**src/rtl/sha1_hash_engine.sv**
```systemverilog
// SHA-1 engine: fetches a message over dpsram port A, pads it in hardware, runs 1/2/4 rounds per clock.
// Define SHA1_HASH_WRITEBACK_EN to add hash_addr and write the byte-swapped digest back over port A.
module sha1_hash_engine #(
    parameter int unsigned ROUNDS_PER_CYCLE = 1,
    parameter int unsigned ADDR_W           = 16
) (
    input  logic              clk,
    input  logic              nreset,
    input  logic              start_hash,
    input  logic [31:0]       message_addr,
    input  logic [31:0]       message_size,
`ifdef SHA1_HASH_WRITEBACK_EN
    input  logic [31:0]       hash_addr,
`endif
    output logic [159:0]      hash,
    output logic              done,
    output logic              busy,
    output logic              port_A_clk,
    output logic [ADDR_W-1:0] port_A_addr,
    input  logic [31:0]       port_A_data_out,
    output logic [31:0]       port_A_data_in,
    output logic              port_A_we
);

    if (!(ROUNDS_PER_CYCLE == 1 || ROUNDS_PER_CYCLE == 2 || ROUNDS_PER_CYCLE == 4)) begin : g_bad_rounds
        $error("sha1_hash_engine: ROUNDS_PER_CYCLE must be 1, 2 or 4");
    end

    typedef enum logic [2:0] {
        IDLE, LOAD, ROUNDS, UPDATE,
`ifdef SHA1_HASH_WRITEBACK_EN
        WRITE,
`endif
        DONE
    } state_t;

    localparam logic [31:0] IV0 = 32'h6745_2301;
    localparam logic [31:0] IV1 = 32'hefcd_ab89;
    localparam logic [31:0] IV2 = 32'h98ba_dcfe;
    localparam logic [31:0] IV3 = 32'h1032_5476;
    localparam logic [31:0] IV4 = 32'hc3d2_e1f0;
    localparam logic [6:0]  R7  = 7'(ROUNDS_PER_CYCLE);

    function automatic logic [31:0] bswap(input logic [31:0] x);
        return {x[7:0], x[15:8], x[23:16], x[31:24]};
    endfunction

    // Padding is applied as each word is captured, so the buffer only ever holds final schedule words.
    function automatic logic [31:0] pad_word(input logic [32:0] off, input logic [31:0] size,
                                             input logic [31:0] data, input logic last,
                                             input logic [3:0] idx);
        logic [32:0] sz;
        logic [31:0] bs;
        sz = {1'b0, size};
        bs = bswap(data);
        if (last && idx == 4'd14)      return {29'd0, size[31:29]};
        else if (last && idx == 4'd15) return {size[28:0], 3'd0};
        else if (off + 33'd4 <= sz)    return bs;
        else if (off < sz) begin
            case (size[1:0])
                2'd1:    return {bs[31:24], 8'h80, 16'h0000};
                2'd2:    return {bs[31:16], 8'h80, 8'h00};
                default: return {bs[31:8], 8'h80};
            endcase
        end
        else if (off == sz)            return 32'h8000_0000;
        else                           return '0;
    endfunction

    function automatic logic [31:0] f_round(input logic [6:0] t, input logic [31:0] b,
                                            input logic [31:0] c, input logic [31:0] d);
        if (t < 7'd20)                     return (b & c) | (~b & d);
        else if (t < 7'd40 || t >= 7'd60)  return b ^ c ^ d;
        else                               return (b & c) | (b & d) | (c & d);
    endfunction

    function automatic logic [31:0] k_const(input logic [6:0] t);
        if (t < 7'd20)      return 32'h5a82_7999;
        else if (t < 7'd40) return 32'h6ed9_eba1;
        else if (t < 7'd60) return 32'h8f1b_bcdc;
        else                return 32'hca62_c1d6;
    endfunction

    state_t      state;
    logic [31:0] msg_addr, msg_size;
    logic [26:0] blk, last_blk;
    logic [4:0]  cnt;
    logic [6:0]  t;
    logic [31:0] w  [16];
    logic [31:0] wn [16];
    logic [31:0] a, b, c, d, e;
    logic [31:0] na, nb, nc, nd, ne;
    logic [31:0] h0, h1, h2, h3, h4;
    logic [32:0] size_sum, cap_off, iss_off, nxt_off;
    logic [3:0]  cap_idx, iss_idx;
    logic        is_last;

    assign port_A_clk = clk;
    assign hash       = {h0, h1, h2, h3, h4};
    assign size_sum   = {1'b0, msg_size} + 33'd8;
    assign last_blk   = size_sum[32:6];
    assign is_last    = (blk == last_blk);
    assign cap_idx    = 4'(cnt - 5'd1);
    assign iss_idx    = 4'(cnt + 5'd1);
    assign cap_off    = {blk, 6'd0} + {27'd0, cap_idx, 2'd0};
    assign iss_off    = {blk, 6'd0} + {27'd0, iss_idx, 2'd0};
    assign nxt_off    = {blk + 27'd1, 6'd0};

    // Rounds within one clock are chained; schedule words produced earlier in the same clock feed later ones.
    always_comb begin : rounds_comb
        logic [6:0]  tj;
        logic [31:0] wt, tmp;
        wn = w;
        na = a; nb = b; nc = c; nd = d; ne = e;
        tj = '0; wt = '0; tmp = '0;
        for (int unsigned j = 0; j < ROUNDS_PER_CYCLE; j++) begin
            tj = t + 7'(j);
            if (tj >= 7'd16) begin
                wt = wn[4'(tj - 7'd3)] ^ wn[4'(tj - 7'd8)] ^ wn[4'(tj - 7'd14)] ^ wn[tj[3:0]];
                wt = {wt[30:0], wt[31]};
                wn[tj[3:0]] = wt;
            end else begin
                wt = wn[tj[3:0]];
            end
            tmp = {na[26:0], na[31:27]} + f_round(tj, nb, nc, nd) + ne + k_const(tj) + wt;
            ne = nd; nd = nc; nc = {nb[1:0], nb[31:2]}; nb = na; na = tmp;
        end
    end

`ifdef SHA1_HASH_WRITEBACK_EN
    logic [31:0] hash_addr_q, data_in_q;
    logic [2:0]  wcnt;
    logic        we_q;
    assign port_A_we      = we_q;
    assign port_A_data_in = data_in_q;
`else
    assign port_A_we      = 1'b0;
    assign port_A_data_in = '0;
`endif

    always_ff @(posedge clk or negedge nreset) begin
        if (!nreset) begin
            state <= IDLE; done <= 1'b0; busy <= 1'b0; port_A_addr <= '0;
            msg_addr <= '0; msg_size <= '0; blk <= '0; cnt <= '0; t <= '0;
            a <= '0; b <= '0; c <= '0; d <= '0; e <= '0;
            h0 <= '0; h1 <= '0; h2 <= '0; h3 <= '0; h4 <= '0;
            for (int unsigned i = 0; i < 16; i++) w[i] <= '0;
`ifdef SHA1_HASH_WRITEBACK_EN
            hash_addr_q <= '0; data_in_q <= '0; wcnt <= '0; we_q <= 1'b0;
`endif
        end else begin
            case (state)
                IDLE, DONE: if (start_hash) begin
                    msg_addr <= message_addr; msg_size <= message_size;
`ifdef SHA1_HASH_WRITEBACK_EN
                    hash_addr_q <= hash_addr;
`endif
                    a <= IV0; b <= IV1; c <= IV2; d <= IV3; e <= IV4;
                    h0 <= IV0; h1 <= IV1; h2 <= IV2; h3 <= IV3; h4 <= IV4;
                    done <= 1'b0; busy <= 1'b1; blk <= '0; cnt <= '0;
                    if (message_size != 32'd0) port_A_addr <= ADDR_W'(message_addr);
                    state <= LOAD;
                end
                LOAD: begin
                    if (cnt != 5'd0) w[cap_idx] <= pad_word(cap_off, msg_size, port_A_data_out, is_last, cap_idx);
                    if (cnt < 5'd15 && iss_off < {1'b0, msg_size})
                        port_A_addr <= ADDR_W'(msg_addr + iss_off[31:0]);
                    if (cnt == 5'd16) begin
                        t <= '0;
                        state <= ROUNDS;
                    end
                    cnt <= cnt + 5'd1;
                end
                ROUNDS: begin
                    w <= wn;
                    a <= na; b <= nb; c <= nc; d <= nd; e <= ne;
                    t <= t + R7;
                    if (t + R7 == 7'd80) state <= UPDATE;
                end
                UPDATE: begin
                    h0 <= h0 + a; h1 <= h1 + b; h2 <= h2 + c; h3 <= h3 + d; h4 <= h4 + e;
                    a <= h0 + a; b <= h1 + b; c <= h2 + c; d <= h3 + d; e <= h4 + e;
                    if (!is_last) begin
                        blk <= blk + 27'd1; cnt <= '0;
                        if (nxt_off < {1'b0, msg_size}) port_A_addr <= ADDR_W'(msg_addr + nxt_off[31:0]);
                        state <= LOAD;
                    end else begin
`ifdef SHA1_HASH_WRITEBACK_EN
                        wcnt <= '0; we_q <= 1'b1;
                        port_A_addr <= ADDR_W'(hash_addr_q);
                        data_in_q <= bswap(h0 + a);
                        state <= WRITE;
`else
                        done <= 1'b1; busy <= 1'b0;
                        state <= DONE;
`endif
                    end
                end
`ifdef SHA1_HASH_WRITEBACK_EN
                WRITE: begin
                    if (wcnt == 3'd4) begin
                        we_q <= 1'b0; done <= 1'b1; busy <= 1'b0;
                        state <= DONE;
                    end else begin
                        wcnt <= wcnt + 3'd1;
                        port_A_addr <= ADDR_W'(hash_addr_q + {27'd0, 3'(wcnt + 3'd1), 2'd0});
                        case (wcnt)
                            3'd0:    data_in_q <= bswap(h1);
                            3'd1:    data_in_q <= bswap(h2);
                            3'd2:    data_in_q <= bswap(h3);
                            default: data_in_q <= bswap(h4);
                        endcase
                    end
                end
`endif
                default: state <= IDLE;
            endcase
        end
    end

endmodule

```
**config.mk**
```make
export PLATFORM = sky130hd
export DESIGN_NAME = sha1_hash_engine
export DESIGN_NICKNAME = d
export VERILOG_FILES = /design/src/rtl/sha1_hash_engine.sv
export SDC_FILE = /design/constraint.sdc
export NUM_CORES = 2
export LEC_CHECK = 0
export CAP_MARGIN = 5
export CELL_PAD_IN_SITES_DETAIL_PLACEMENT = 1
export CELL_PAD_IN_SITES_GLOBAL_PLACEMENT = 1
export CORE_MARGIN = 2
export CORE_UTILIZATION = 45
export CTS_CLUSTER_DIAMETER = 40
export CTS_CLUSTER_SIZE = 16
export DETAILED_ROUTE_END_ITERATION = 7
export GPL_ROUTABILITY_DRIVEN = 0
export GPL_TIMING_DRIVEN = 0
export HOLD_SLACK_MARGIN = 0.05
export PLACE_DENSITY_LB_ADDON = 0.1
export SYNTH_ARGS = -nofsm -noshare
export SYNTH_HDL_FRONTEND = slang
export SYNTH_SLANG_ARGS = --single-unit
export TNS_END_PERCENT = 5
```
**constraint.sdc**
```tcl
create_clock -name clk -period 9 [get_ports clk]
set_input_delay 1.35 -clock clk [delete_from_list [all_inputs] [get_ports clk]]
set_output_delay 1.35 -clock clk [all_outputs]
set_load 0.02 [all_outputs]
```
### After elaboration in Yosys (flattened, before gate mapping)

Index checks and enable logic that the tools add are counted.

* bits in writable memories: 0
* bits in latches: 0
* bits of input ports: 99
* memories kept: 0
* ROM bits: 0
* logic and storage cells: 213
* register bits: 940
* output and inout port bits: 212

* order comparisons: 17
* multipliers: 0
* shift operators: 0
* reduce and logical (&&, ||, !) cells: 24
* bitwise gates (word level): 18
* $add $sub $neg: 22
* eq/ne operators: 22
* mux-type cells: 75
* div/mod/pow operators: 0

Operators with widths (count)
* $bwmux W512: 2
* $mux W512: 2
* $pmux W512 S2: 1
* $mux W32: 27
* $bmux W32 S4: 4
* $pmux W32 S3: 5
* $pmux W32 S2: 5
* $add A32 B32 Y32: 9
* $demux W32 S4: 2
* $xor A32 B32 Y32: 5
* $and A32 B32 Y32: 4
* $lt A33 B32 Y1: 3
* $or A32 B32 Y32: 3
* $mux W16: 5
* $add A33 B6 Y33: 2
* $mux W27: 2
* $pmux W27 S2: 1
* $pmux W16 S3: 1
* $pmux W24 S2: 1
* $add A32 B4 Y33 const B: 1
* $add A33 B3 Y33 const B: 1
* $eq A33 B32 Y1: 1
* $le A33 B32 Y1: 1
* $add A16 B16 Y16: 2
* other kinds (45): 88

### Longest topological paths before layout

* depth after elaboration: 13
* mapped depth: 31
* gate-level depth less buffers: 26

==> metrics.txt <==
clock transition at the registers of the reported paths 50 ps; die area 159,000 um2; synthesized area 70,300 um2; most crowded layer after global routing met2; Fmax 111 MHz; first-pass GRT wire length 554,000 um; sequential cell area fraction in the yosys report 33.5%; Synth Flop Type dfrtp_1; Final ANT Viol Nets 0; RR Startpoint t[2]; grt met3 use 25.1%; Worst path depth 24; Slowest-stage cell, CP clkbuf_1; Cell Chain, Critical Path buf_6 > buf_1 > clkbuf_1 > mux4_2 > mux2i_1 > xnor2_1 > xnor2_2 > clkbuf_2 > nor2_1 > a31oi_4 > fa_1 > fa_1 > fa_1 > inv_1 > ha_1 > o21ai_0 > nor2b_1 > nor4bb_2 > a311oi_2 > o2111ai_1 > nand2_1 > o211a_1 > xnor2_1 > a221o_1; most used cell, CP fa_1; Buffers on Ports 261; FF-to-FF End a[31]; GRT Residual Overflow 0; Residual DRC 66; nets 8,119; Setup CP Type register to register; Vias 72.2k; Critical Path AT 9840 ps; Slew Limit Fails 109; met2 usage 68.5%; final setup fails 1; GRT Total Usage 49.5%; setup slack after layout -16.6 ps; failing checks DRC, capacitance limit, slew limit, setup timing; Worst setup SP type register; Tmin final 9020 ps; syn_area_per_cell 10.0 um2; initial antenna violation count 32; CP Max Fanout 10; required time of the critical path 9830 ps; RSZ-0062 raised after global routing true; # IOs 311; Top Family by Delay on Critical Path buffers and inverters; HPWL Detailed 286,000 um; Slew @ Worst Pin 1670 ps; Detailed Route WL 397,000 um; worst vdd ir 0.220 mV; Leak 36.1 nW; P&R area growth vs syn 20.4%; vias per cell 7.35; R2R setup slack -20 ps; Period Utilization, post-route 100%; Initial DRC Count 10.7k; number of synthesized register bits 940; initial core utilization 45.2%; worst hold path type input pin to asynchronous set/reset pin; R2R depth 24; Buffers & Inverters on Critical Path 5; chip width 399 um; synth unique cells 95; Synth Instances 7,023; status complete, but fails checks; yosys warns 0; vias in the first global route 72.3k; CTS tree yes; Worst-Skew Late Latency 980 ps; Core Region 156,000 um2; Largest stage delay, worst path 1090 ps; EDFF count, synth 0; worst relative slew slack -11.2%; Routed WL per cell 40.4 um; largest net degree at the start of global routing 148; drt first pass iters 8; number of max-cap violations 10; Pwr Density 147 nW/um2; Finished Core Util 54.4%; skew final 59.6 ps; share of cells above drive strength 1 15.5%; met1 Usage GRT 55.2%; die extent in y 399 um; count of final hold-check violations 0; Site Rows 145; post-synthesis async set-or-reset flop share 100%; Crit. End Element register; Power Total 12.4 mW
## cells in the final DEF, fill, tap and decap left out, types with 33 or more instances in the layout
master and instances:
a21o_1 130, a21oi_1 444, a221o_1 94, a22oi_1 60, a31oi_1 47, and3_1 50
buf_1 48, buf_2 52, buf_4 70, clkbuf_1 325, clkbuf_16 204, clkbuf_2 38
clkdlybuf4s50_1 260, conb_1 33, dfrtp_1 940, fa_1 127, ha_1 319, inv_1 282
mux2i_1 133, mux4_2 448, nand2_1 763, nand2b_1 72, nand3_1 103, nand4_1 39
nor2_1 595, nor3_1 107, nor4_1 38, o21a_1 68, o21ai_0 249, o221ai_1 247
o22ai_1 58, o31ai_1 233, xnor2_1 227, xor2_1 100
## power by group
part           internal (mW)  total, mW  switching [mW]  leakage [nW]
clock network           5.17       8.01            2.84          3.44
logic                 0.0535      0.181           0.127          22.1
registers               4.23       4.23               0          10.5
total                   9.46       12.4            2.97          36.1
## registers in the layout, indices dropped and copies added (netlist names)
name / count
a: 32
b: 32
blk: 27
busy: 1
c: 32
cnt: 5
d: 32
done: 1
e: 32
h0: 32
h1: 32
h2: 32
h3: 32
h4: 32
msg_addr: 16
msg_size: 32
port_A_addr: 16
state: 3
t: 7
w: 512
## synthesized netlist by cell type (32+ instances only)
| cell | n | area (um2) |
|---|---|---|
| buf_4 | 39 | 293 |
| a22oi_1 | 60 | 450 |
| xnor2_1 | 258 | 2260 |
| o221ai_1 | 247 | 2160 |
| buf_1 | 83 | 312 |
| nor2b_1 | 32 | 200 |
| o21ai_0 | 249 | 1250 |
| o31ai_1 | 235 | 1760 |
| inv_1 | 283 | 1060 |
| nand4_1 | 39 | 244 |
| dfrtp_1 | 940 | 23500 |
| fa_1 | 127 | 2540 |
| a31oi_1 | 65 | 407 |
| mux4_2 | 448 | 10100 |
| a221o_1 | 94 | 941 |
| a21o_1 | 130 | 976 |
| clkbuf_1 | 367 | 1380 |
| nor3_1 | 108 | 541 |
| nand2_1 | 763 | 2860 |
| ha_1 | 320 | 4000 |
| nand3_1 | 103 | 515 |
| a21oi_1 | 446 | 2230 |
| nor4_1 | 38 | 238 |
| o22ai_1 | 58 | 363 |
| o21a_1 | 68 | 510 |
| buf_2 | 41 | 205 |
| nor2_1 | 598 | 2240 |
| and3_1 | 50 | 313 |
| nand2b_1 | 72 | 450 |
| xor2_1 | 101 | 885 |
| mux2i_1 | 133 | 1330 |
## worst register-to-register path, delay by kind of cell, from the launching register on
family,cells,cell delay (ps)
buffers and inverters,5,2470
XOR/XNOR,3,880
AND/OR/NAND/NOR,4,760
multiplexers,2,900
flip-flops,1,500
adder cells (fa/ha/maj),4,1780
AO/OA/AOI/OAI,6,1600
## area by class of cell
cell class / count / area, um2
fillers: 17068 / 71000
multi-input cells: 5286 / 44100
flip-flops and latches: 940 / 23500
clock buffers: 249 / 5550
repair buffers: 318 / 3390
plain buffers: 541 / 2740
well taps: 2058 / 2570
clock inverters: 121 / 1610
inverters: 285 / 1070
diodes: 32 / 80.1
## timing repair
action	in CTS	in global routing
hold buffers	0	0
setup buffers	13	15
hold endpoints to repair	0	0
endpoints found under the setup margin	31	20
pin swaps	11	9
gates resized for setup	171	68
## cell families (layout without fill, tap and decap cells)
group	count (synthesis)	in the layout	synth area share [%]
other	1	65	0.00533
XOR/XNOR	359	359	4.47
multiplexers	612	612	16.8
buffers and inverters	829	1514	4.86
AND/OR/NAND/NOR	1934	1934	12.3
adder cells (fa/ha/maj)	447	447	9.31
AO/OA/AOI/OAI	1901	1901	18.8
flip-flops	940	940	33.5
## stage by stage
| stage | cells | setup WS, ps | hold slack [ps] | area [um2] | TNS (ps) |
|---|---|---|---|---|---|
| final | 9830 | -16.6 | 417 | 84600 | -16.6 |
| after global placement | 9374 | -39140 | 463 | 75600 | - |
| after global routing | 9813 | -25.8 | 484 | 84600 | -25.8 |
| after detailed placement | 9396 | -3300 | 469 | 76100 | -68970 |
| after floorplan | 7055 | 224 | 442 | 70400 | 0 |
| after CTS | 9776 | 4.41 | 461 | 84000 | 0 |
## metal layers
layer	vias to the layer above	share of wire (%)
met2	6210	41
li1	27486	-
met5	-	0.36
met1	36277	33
met3	2205	14
met4	33	11
## how the worst max path moves through the flow
stage                       from            to  slack, ps
final                       t[2]         a[31]        -20
after global routing        t[2]         a[31]        -30
after CTS                   t[1]         a[31]          4
after detailed placement    t[1]         a[31]      -3300
after global placement    nreset  msg_size[19]     -39140
after floorplan             t[1]         a[31]        220
(Power assumes the default switching activity.)
